<file path="src/rtl/vga_timing_gen_if.sv">
// Raster timing bundle from the VGA timing generator to the colour/board pipeline.
//   hsync, vsync  : sync pulses (polarity set by the generator)
//   blank_n       : 1 while the current pixel is visible
//   row, column   : visible line / pixel index (0 outside the visible area)
//   pixel_tick    : last system-clock cycle of the current pixel
//   line_start    : first cycle of pixel 0 of every line
//   frame_start   : first cycle of pixel (0,0) of every frame
// master drives the bundle, slave consumes it.
interface vga_timing_gen_if;
  logic       hsync;
  logic       vsync;
  logic       blank_n;
  logic [8:0] row;
  logic [9:0] column;
  logic       pixel_tick;
  logic       line_start;
  logic       frame_start;

  modport master (
    output hsync, vsync, blank_n, row, column, pixel_tick, line_start, frame_start
  );

  modport slave (
    input hsync, vsync, blank_n, row, column, pixel_tick, line_start, frame_start
  );
endinterface

</file>
<file path="src/rtl/vga_timing_gen.sv">
// VGA raster timing generator.
// A system-clock divider produces the pixel rate; a free-running horizontal/vertical
// counter pair walks the full raster (active + porches + sync). Every output is a
// register holding the decode of the previous cycle's (divider, h, v) state, so all
// outputs share a fixed one-cycle latency and are glitch-free.
// Ports:
//   clk  : system clock
//   rst  : synchronous reset, active high
//   vga  : timing bundle (master side), see vga_timing_gen_if
module vga_timing_gen #(
  parameter int unsigned CLK_DIV  = 2,
  parameter int unsigned H_ACTIVE = 640,
  parameter int unsigned H_FP     = 16,
  parameter int unsigned H_SYNC   = 96,
  parameter int unsigned H_BP     = 48,
  parameter int unsigned V_ACTIVE = 480,
  parameter int unsigned V_FP     = 10,
  parameter int unsigned V_SYNC   = 2,
  parameter int unsigned V_BP     = 33,
  parameter bit          HS_POL   = 1'b0,
  parameter bit          VS_POL   = 1'b0
) (
  input logic               clk,
  input logic               rst,
  vga_timing_gen_if.master  vga
);

  localparam int unsigned H_TOTAL = H_ACTIVE + H_FP + H_SYNC + H_BP;
  localparam int unsigned V_TOTAL = V_ACTIVE + V_FP + V_SYNC + V_BP;
  localparam int unsigned DW      = (CLK_DIV > 1) ? $clog2(CLK_DIV) : 1;

  localparam logic [DW-1:0] DIV_LAST = DW'(CLK_DIV - 1);
  localparam logic [9:0]    H_LAST   = 10'(H_TOTAL - 1);
  localparam logic [9:0]    V_LAST   = 10'(V_TOTAL - 1);

  // 11-bit bounds: H_ACTIVE and the sync edges may equal 1024.
  localparam logic [10:0] H_VIS_END = 11'(H_ACTIVE);
  localparam logic [10:0] HS_BEGIN  = 11'(H_ACTIVE + H_FP);
  localparam logic [10:0] HS_END    = 11'(H_ACTIVE + H_FP + H_SYNC);
  localparam logic [10:0] V_VIS_END = 11'(V_ACTIVE);
  localparam logic [10:0] VS_BEGIN  = 11'(V_ACTIVE + V_FP);
  localparam logic [10:0] VS_END    = 11'(V_ACTIVE + V_FP + V_SYNC);

  logic [DW-1:0] d_q, d_d;
  logic [9:0]    h_q, h_d;
  logic [9:0]    v_q, v_d;

  logic       hsync_q, hsync_d;
  logic       vsync_q, vsync_d;
  logic       blank_n_q, blank_n_d;
  logic [8:0] row_q, row_d;
  logic [9:0] column_q, column_d;
  logic       pixel_tick_q, pixel_tick_d;
  logic       line_start_q, line_start_d;
  logic       frame_start_q, frame_start_d;

  logic tick;
  logic h_wrap;
  logic h_vis, v_vis;
  logic hs_act, vs_act;

  always_comb begin
    tick   = (d_q == DIV_LAST);
    h_wrap = (h_q == H_LAST);

    d_d = tick ? '0 : d_q + DW'(1);
    h_d = h_q;
    v_d = v_q;
    if (tick) begin
      h_d = h_wrap ? '0 : h_q + 10'd1;
      if (h_wrap) begin
        v_d = (v_q == V_LAST) ? '0 : v_q + 10'd1;
      end
    end

    h_vis  = ({1'b0, h_q} < H_VIS_END);
    v_vis  = ({1'b0, v_q} < V_VIS_END);
    hs_act = ({1'b0, h_q} >= HS_BEGIN) && ({1'b0, h_q} < HS_END);
    // v only moves on an h wrap, so vsync can only change alongside h=0.
    vs_act = ({1'b0, v_q} >= VS_BEGIN) && ({1'b0, v_q} < VS_END);

    blank_n_d     = h_vis && v_vis;
    column_d      = h_vis ? h_q : '0;
    row_d         = v_vis ? v_q[8:0] : '0;
    hsync_d       = hs_act ? HS_POL : ~HS_POL;
    vsync_d       = vs_act ? VS_POL : ~VS_POL;
    pixel_tick_d  = tick;
    line_start_d  = (h_q == '0) && (d_q == '0);
    frame_start_d = (h_q == '0) && (v_q == '0) && (d_q == '0);
  end

  always_ff @(posedge clk) begin
    if (rst) begin
      d_q           <= '0;
      h_q           <= '0;
      v_q           <= '0;
      hsync_q       <= ~HS_POL;
      vsync_q       <= ~VS_POL;
      blank_n_q     <= 1'b0;
      row_q         <= '0;
      column_q      <= '0;
      pixel_tick_q  <= 1'b0;
      line_start_q  <= 1'b0;
      frame_start_q <= 1'b0;
    end else begin
      d_q           <= d_d;
      h_q           <= h_d;
      v_q           <= v_d;
      hsync_q       <= hsync_d;
      vsync_q       <= vsync_d;
      blank_n_q     <= blank_n_d;
      row_q         <= row_d;
      column_q      <= column_d;
      pixel_tick_q  <= pixel_tick_d;
      line_start_q  <= line_start_d;
      frame_start_q <= frame_start_d;
    end
  end

  assign vga.hsync       = hsync_q;
  assign vga.vsync       = vsync_q;
  assign vga.blank_n     = blank_n_q;
  assign vga.row         = row_q;
  assign vga.column      = column_q;
  assign vga.pixel_tick  = pixel_tick_q;
  assign vga.line_start  = line_start_q;
  assign vga.frame_start = frame_start_q;

endmodule

</file>
<file path="src/flat_wrapper.sv">
// flat-port wrapper written by rule: the top's interface ports become plain ports
module vga_timing_gen_flat 
#(
  parameter int unsigned CLK_DIV  = 2,
  parameter int unsigned H_ACTIVE = 640,
  parameter int unsigned H_FP     = 16,
  parameter int unsigned H_SYNC   = 96,
  parameter int unsigned H_BP     = 48,
  parameter int unsigned V_ACTIVE = 480,
  parameter int unsigned V_FP     = 10,
  parameter int unsigned V_SYNC   = 2,
  parameter int unsigned V_BP     = 33,
  parameter bit          HS_POL   = 1'b0,
  parameter bit          VS_POL   = 1'b0
)
  (clk, rst, vga_hsync, vga_vsync, vga_blank_n, vga_row, vga_column, vga_pixel_tick, vga_line_start, vga_frame_start);
  vga_timing_gen_if vga_i ();
  input logic clk;
  input logic rst;
  output wire logic [$bits(vga_i.hsync)-1:0] vga_hsync;
  output wire logic [$bits(vga_i.vsync)-1:0] vga_vsync;
  output wire logic [$bits(vga_i.blank_n)-1:0] vga_blank_n;
  output wire logic [$bits(vga_i.row)-1:0] vga_row;
  output wire logic [$bits(vga_i.column)-1:0] vga_column;
  output wire logic [$bits(vga_i.pixel_tick)-1:0] vga_pixel_tick;
  output wire logic [$bits(vga_i.line_start)-1:0] vga_line_start;
  output wire logic [$bits(vga_i.frame_start)-1:0] vga_frame_start;
  assign vga_hsync = vga_i.hsync;
  assign vga_vsync = vga_i.vsync;
  assign vga_blank_n = vga_i.blank_n;
  assign vga_row = vga_i.row;
  assign vga_column = vga_i.column;
  assign vga_pixel_tick = vga_i.pixel_tick;
  assign vga_line_start = vga_i.line_start;
  assign vga_frame_start = vga_i.frame_start;
  vga_timing_gen #(.CLK_DIV(CLK_DIV), .H_ACTIVE(H_ACTIVE), .H_FP(H_FP), .H_SYNC(H_SYNC), .H_BP(H_BP), .V_ACTIVE(V_ACTIVE), .V_FP(V_FP), .V_SYNC(V_SYNC), .V_BP(V_BP), .HS_POL(HS_POL), .VS_POL(VS_POL)) u_core (.clk(clk), .rst(rst), .vga(vga_i));
endmodule
</file>
<file path="config.mk">
export PLATFORM = sky130hd
export DESIGN_NAME = vga_timing_gen_flat
export DESIGN_NICKNAME = d
export VERILOG_FILES = /design/src/rtl/vga_timing_gen_if.sv /design/src/rtl/vga_timing_gen.sv /design/src/flat_wrapper.sv
export SDC_FILE = /design/constraint.sdc
export NUM_CORES = 1
export LEC_CHECK = 0
export ABC_AREA = 1
export CAP_MARGIN = 0
export CELL_PAD_IN_SITES_DETAIL_PLACEMENT = 1
export CELL_PAD_IN_SITES_GLOBAL_PLACEMENT = 2
export CORE_UTILIZATION = 27
export DETAILED_ROUTE_END_ITERATION = 12
export PLACE_DENSITY_LB_ADDON = 0.1
export SLEW_MARGIN = 20
export SYNTH_ARGS = -nofsm -noshare
export SYNTH_HDL_FRONTEND = slang
export SYNTH_SLANG_ARGS = --single-unit
</file>
<file path="constraint.sdc">
create_clock -name clk -period 1.5 [get_ports clk]
set_clock_uncertainty 0.1 [all_clocks]
set_input_delay 0.225 -clock clk [delete_from_list [all_inputs] [get_ports clk]]
set_output_delay 0.225 -clock clk [all_outputs]
set_load 0.1 [all_outputs]
</file>
## Yosys cells after proc, flatten, opt, wreduce, memory -nomap -nowiden

Index checks and enable logic that the tools add are counted.

| cells by class | value |
|---|---|
| bitwise operators | 3 |
| mux-type cells | 4 |
| $mul | 0 |
| div/mod/pow operators | 0 |
| $add $sub $neg | 3 |
| reductions and logical operators | 12 |
| shift operators | 0 |
| equal/unequal tests | 2 |
| magnitude comparators | 6 |

Operator list:

| kind | count |
|---|---|
| 10-bit by 1-bit adder with 10-bit output (second input constant) | 2 |
| 10-bit equality test (second input constant) | 2 |
| 10-bit zero test | 2 |
| 10-bit < comparator (second input constant) | 2 |
| 10-bit by 9-bit < comparator with 1-bit output (second input constant) | 2 |
| 10-bit two-way mux | 2 |
| 10-bit greater-or-equal comparator (second input constant) | 1 |
| 10-bit by 9-bit greater-or-equal comparator with 1-bit output (second input constant) | 1 |
| 1-bit logical AND | 6 |
| 2-bit OR reduction | 3 |
| 1-bit inverter | 3 |
| 1-bit two-way mux | 2 |
| 2-bit AND reduction | 1 |
| 1-bit adder (second input constant) | 1 |

| storage, ports and cells | value |
|---|---|
| bits in read-only memories | 0 |
| bits in latches | 0 |
| bits of input ports | 2 |
| bits in registers | 46 |
| logic and storage cells | 41 |
| output and inout port bits | 25 |
| bits in writable memories | 0 |
| memories kept | 0 |

## Depth between registers and ports, before layout

| depth | value |
|---|---|
| depth in word-level cells | 3 |
| depth in mapped cells | 10 |
| mapped depth without buffers | 10 |

## Worst setup path after synthesis

OpenSTA, ideal clock, no wires.

| timing | value |
|---|---|
| path kind | register -> register |
| start point | register u_core.h_q[0] |
| end point | register u_core.v_q[3] |
| clock period less this slack | 1.428 ns |
| buffers on the path | 1 |
| data required time | 1.272 ns |
| setup slack | 0.072 ns |
| arrival | 1.200 ns |
| library setup time | 0.128 ns |
| stages on the path, launching flop included | 10 |
| path through | dfxtp_1 > ha_1 > nand2_2 > nor2_4 > nand4_4 > buf_6 > nand2_1 > inv_1 > nor2_1 > nor2_1 |

| on the way | value |
|---|---|
| word-level cells in the longest chain between the ends | 2 |

RTL lines:

| what | RTL line | RTL |
|---|---|---|
| start, declared | vga_timing_gen.sv:45 | `logic [9:0] h_q, h_d;` |
| start signal, assigned | vga_timing_gen.sv:95 | `h_q <= '0;` |
| start signal, assigned | vga_timing_gen.sv:107 | `h_q <= h_d;` |
| 10-bit equality test | vga_timing_gen.sv:64 | `h_wrap = (h_q == H_LAST);` |
| 2-bit AND reduction (no source line) | n/a |  |
| end signal, assigned | vga_timing_gen.sv:108 | `v_q <= v_d;` |
| end, declared | vga_timing_gen.sv:46 | `logic [9:0] v_q, v_d;` |

Every way passes these cells.
A chain may end at the register's enable or synchronous reset.

## Worst setup path after layout

Ends and elaborated chain as after synthesis.

==> impl_results.md <==
- Status: finished, violations left
- Failing checks: setup timing
- Net count reported at finish: 348
- Sink Count: 46
- Final slew viol count: 0
- Largest net degree at the start of global routing: 13
- Post-synth EDFFs: 0
- Clk root buf: clkbuf_8
- WP data required: 1.63 ns
- Most common cell in the netlist: nand2_1
- Port buffer count: 26
- Worst-Margin Slew: 0.304 ns
- Routed len/inst: 12.6 um
- Antenna diodes: 0
- Crit path DAT: 1.64 ns
- Initial Util: 28.4%
- CP startpoint kind: flop
- Final period utilization: 101%
- Inst Count DP: 430
- Final setup margin: -0.00798 ns
- Synth Warn #: 0
- First-pass GRT wire length: 9.19 mm
- CTS max path bufs: 2
- Post-layout util: 43.5%
- Max Fclk: 663 MHz
- Cell row count: 30
- Synth Instances: 274
- Tightest Hold Check Type: flop to flop
- Yosys cell types: 27
- Post-synthesis register bit count: 46
- ANT nets after route: 0
- Critical path buffer and inverter count: 1
- Largest area contributor in the netlist: dfxtp_1
- Area Growth Syn to Fin: 52.9%
- DR vias: 1845
- Total track usage: 15.9%
- Clk_lat worst skew: 0.29 ns
- Die X-Extent: 87.5 um
- First-iteration detailed-routing DRC count: 53
- Placer Congestion: 0.776
- CP peak stage delay: 0.36 ns
- Commonest cells post-synth: nand2_1 (60), nor2_1 (57), dfxtp_1 (46)
- Fin. Hold Viols: 0
- Num ports: 27
- MaxCap Viol Count: 0
- CP top delay family: simple AND/OR/NAND/NOR gates
- Hold-fix buffer count after cts: 0
- DRC Markers: 0
- Maximum fanout along the worst path: 6
- Design Area, Final: 0.00302 mm2
- Mean Syn Cell Area: 7.21 um2
- Core area: 0.00694 mm2
- RSZ-0062 raised after global routing: true
- Setup Crit Path Kind: flop to flop
- Syn Std Cell Area: 0.00197 mm2
- Top FF cell, synth: dfxtp_1
- Clock Pin Slew Worst Setup and Hold Paths: 0.09 ns
- Grt ovf: 0
- Slew headroom: 79.7%
- Share of cells above drive strength 1: 29.0%
- Die height: 87.5 um
- Htree depth: 2
- Syn Nets: 280
- Cell mode on critical path: nor2_1
- Finished Layout Cells: 437
- Worst IR Drop VDD: 348 uV
- Router iterations before antenna repair: 4
- Initial antenna violation count: 0
- CTS tree: done
- Post-synth top area share: 46.6%
- Cell Area, Placed: 0.00288 mm2
- Worst-path cell chain: ha_4, nand2_4, nor2_4, nand4_4, buf_6, nor2_1, nor2_2, nor2_1
- Vias/cell: 4.22
- Number of global-route vias before repair: 1879
- Crit. End Element: flop
- Async SR Flop Fraction: 0%
- DIE AREA: 0.00766 mm2
- Minimum clock period after layout: 1.51 ns
- Post-synthesis sequential area ratio: 46.6%
- Num CTS Buffers: 5
- Setup-failing EPs final: 1
- Pwr Density: 743 mW/mm2
- Pre-CTS WS: -0.130 ns
- Leak Pwr: 1.36 nW
- Area contributors post-synth: dfxtp_1 (47%), nand2_1 (11%), nor2_1 (11%), inv_1 (8.0%), nand3_1 (4.6%)
- Slowest CP cell: dfxtp_2
- Setup_tns: -0.00798 ns
- Final WL: 5.49 mm
- Dpl hpwl: 4.28 mm
==> sequential cells by signal, indices dropped and copies added, names as in the netlist <==
signal and flops:
u_core.vga.frame_start 1, u_core.vga.column 10, u_core.vga.hsync 1, u_core.h_q 10, u_core.vga.row 9, u_core.vga.line_start 1
u_core.vga.vsync 1, u_core.vga.pixel_tick 1, u_core.d_q 1, u_core.v_q 10, u_core.vga.blank_n 1
==> worst register-to-register path: stages (launching register included) <==
cell and delay (ns):
dfxtp_2 0.36, ha_4 0.16, nand2_4 0.05, nor2_4 0.11, nand4_4 0.18, buf_6 0.19
nor2_1 0.15, nor2_2 0.06, nor2_1 0.08
==> logic make-up after synthesis <==
family                     Yosys count  synth area share (%)
and+or+nand+nor                    158                  35.3
buffers and inverters               49                  10.0
DFF                                 46                  46.6
AOI/OAI and AO/OA                   12                  3.30
xor gates and xnor gates             5                  2.22
adders and majority gates            4                  2.53
==> stage by stage <==
step                power [mW]  hold WS [ns]
floorplan                 1.39         0.220
global placement          1.50         0.379
detailed placement        1.50         0.379
CTS                       2.28         0.397
global route              2.35         0.411
finish                    2.24         0.391
==> cell usage in the layout (no fill, tap or decap), types with 2 or more instances in the layout <==
cell	instances
buf_4	38
nand4_1	5
and2_1	3
o21ai_1	2
nor2_1	54
nor2_2	5
dfxtp_1	39
clkbuf_8	6
nor2_4	2
inv_1	37
nand2_2	2
dfxtp_2	7
buf_12	26
xor2_1	5
nor3_1	6
nand2_1	58
inv_2	7
o21ai_0	5
ha_1	2
a21oi_1	3
nand3_1	18
==> worst paths after layout <==
kind / start / endpoint / slack [ns] / cells past startpoint
hold reg to reg: u_core.h_q[2] / u_core.vga.column[2] / 0.39 / 2
hold / removal: u_core.h_q[2] / u_core.vga.column[2] / 0.39 / 2
setup reg to reg: u_core.h_q[0] / u_core.v_q[3] / -0.008 / 8
setup / recovery: u_core.h_q[0] / u_core.v_q[3] / -0.008 / 8
==> where the power goes <==
part	switching, mW	internal, mW
registers	0.0181	1.24
clock network	0.406	0.357
logic	0.135	0.0877
total	0.559	1.68
==> timing repair <==
item,4_1_cts,5_1_grt
cloned,0,0
pin swaps,2,3
endpoints found under the setup margin,14,22
gates resized for setup,11,13
buffers inserted,1,0
==> per-layer routing <==
metal / routed length (um) / vias to the layer above / track usage [%]
met2: 2310 / 20 / 23.4
met1: 3010 / 854 / 23.3
li1: - / 969 / -
met5: 0 / - / 0
met3: 130 / 2 / 3.41
met4: 40 / 0 / 4.47
==> final cells by class <==
type / instances / area (um2)
Sequential cell: 46 / 930
Timing Repair Buffer: 66 / 827
Tap cell: 96 / 120
Inverter: 44 / 165
Clock buffer: 6 / 82.6
Fill cell: 848 / 3930
Multi-Input combinational cell: 179 / 893
No activity file was read; power rests on OpenSTA's default activity.
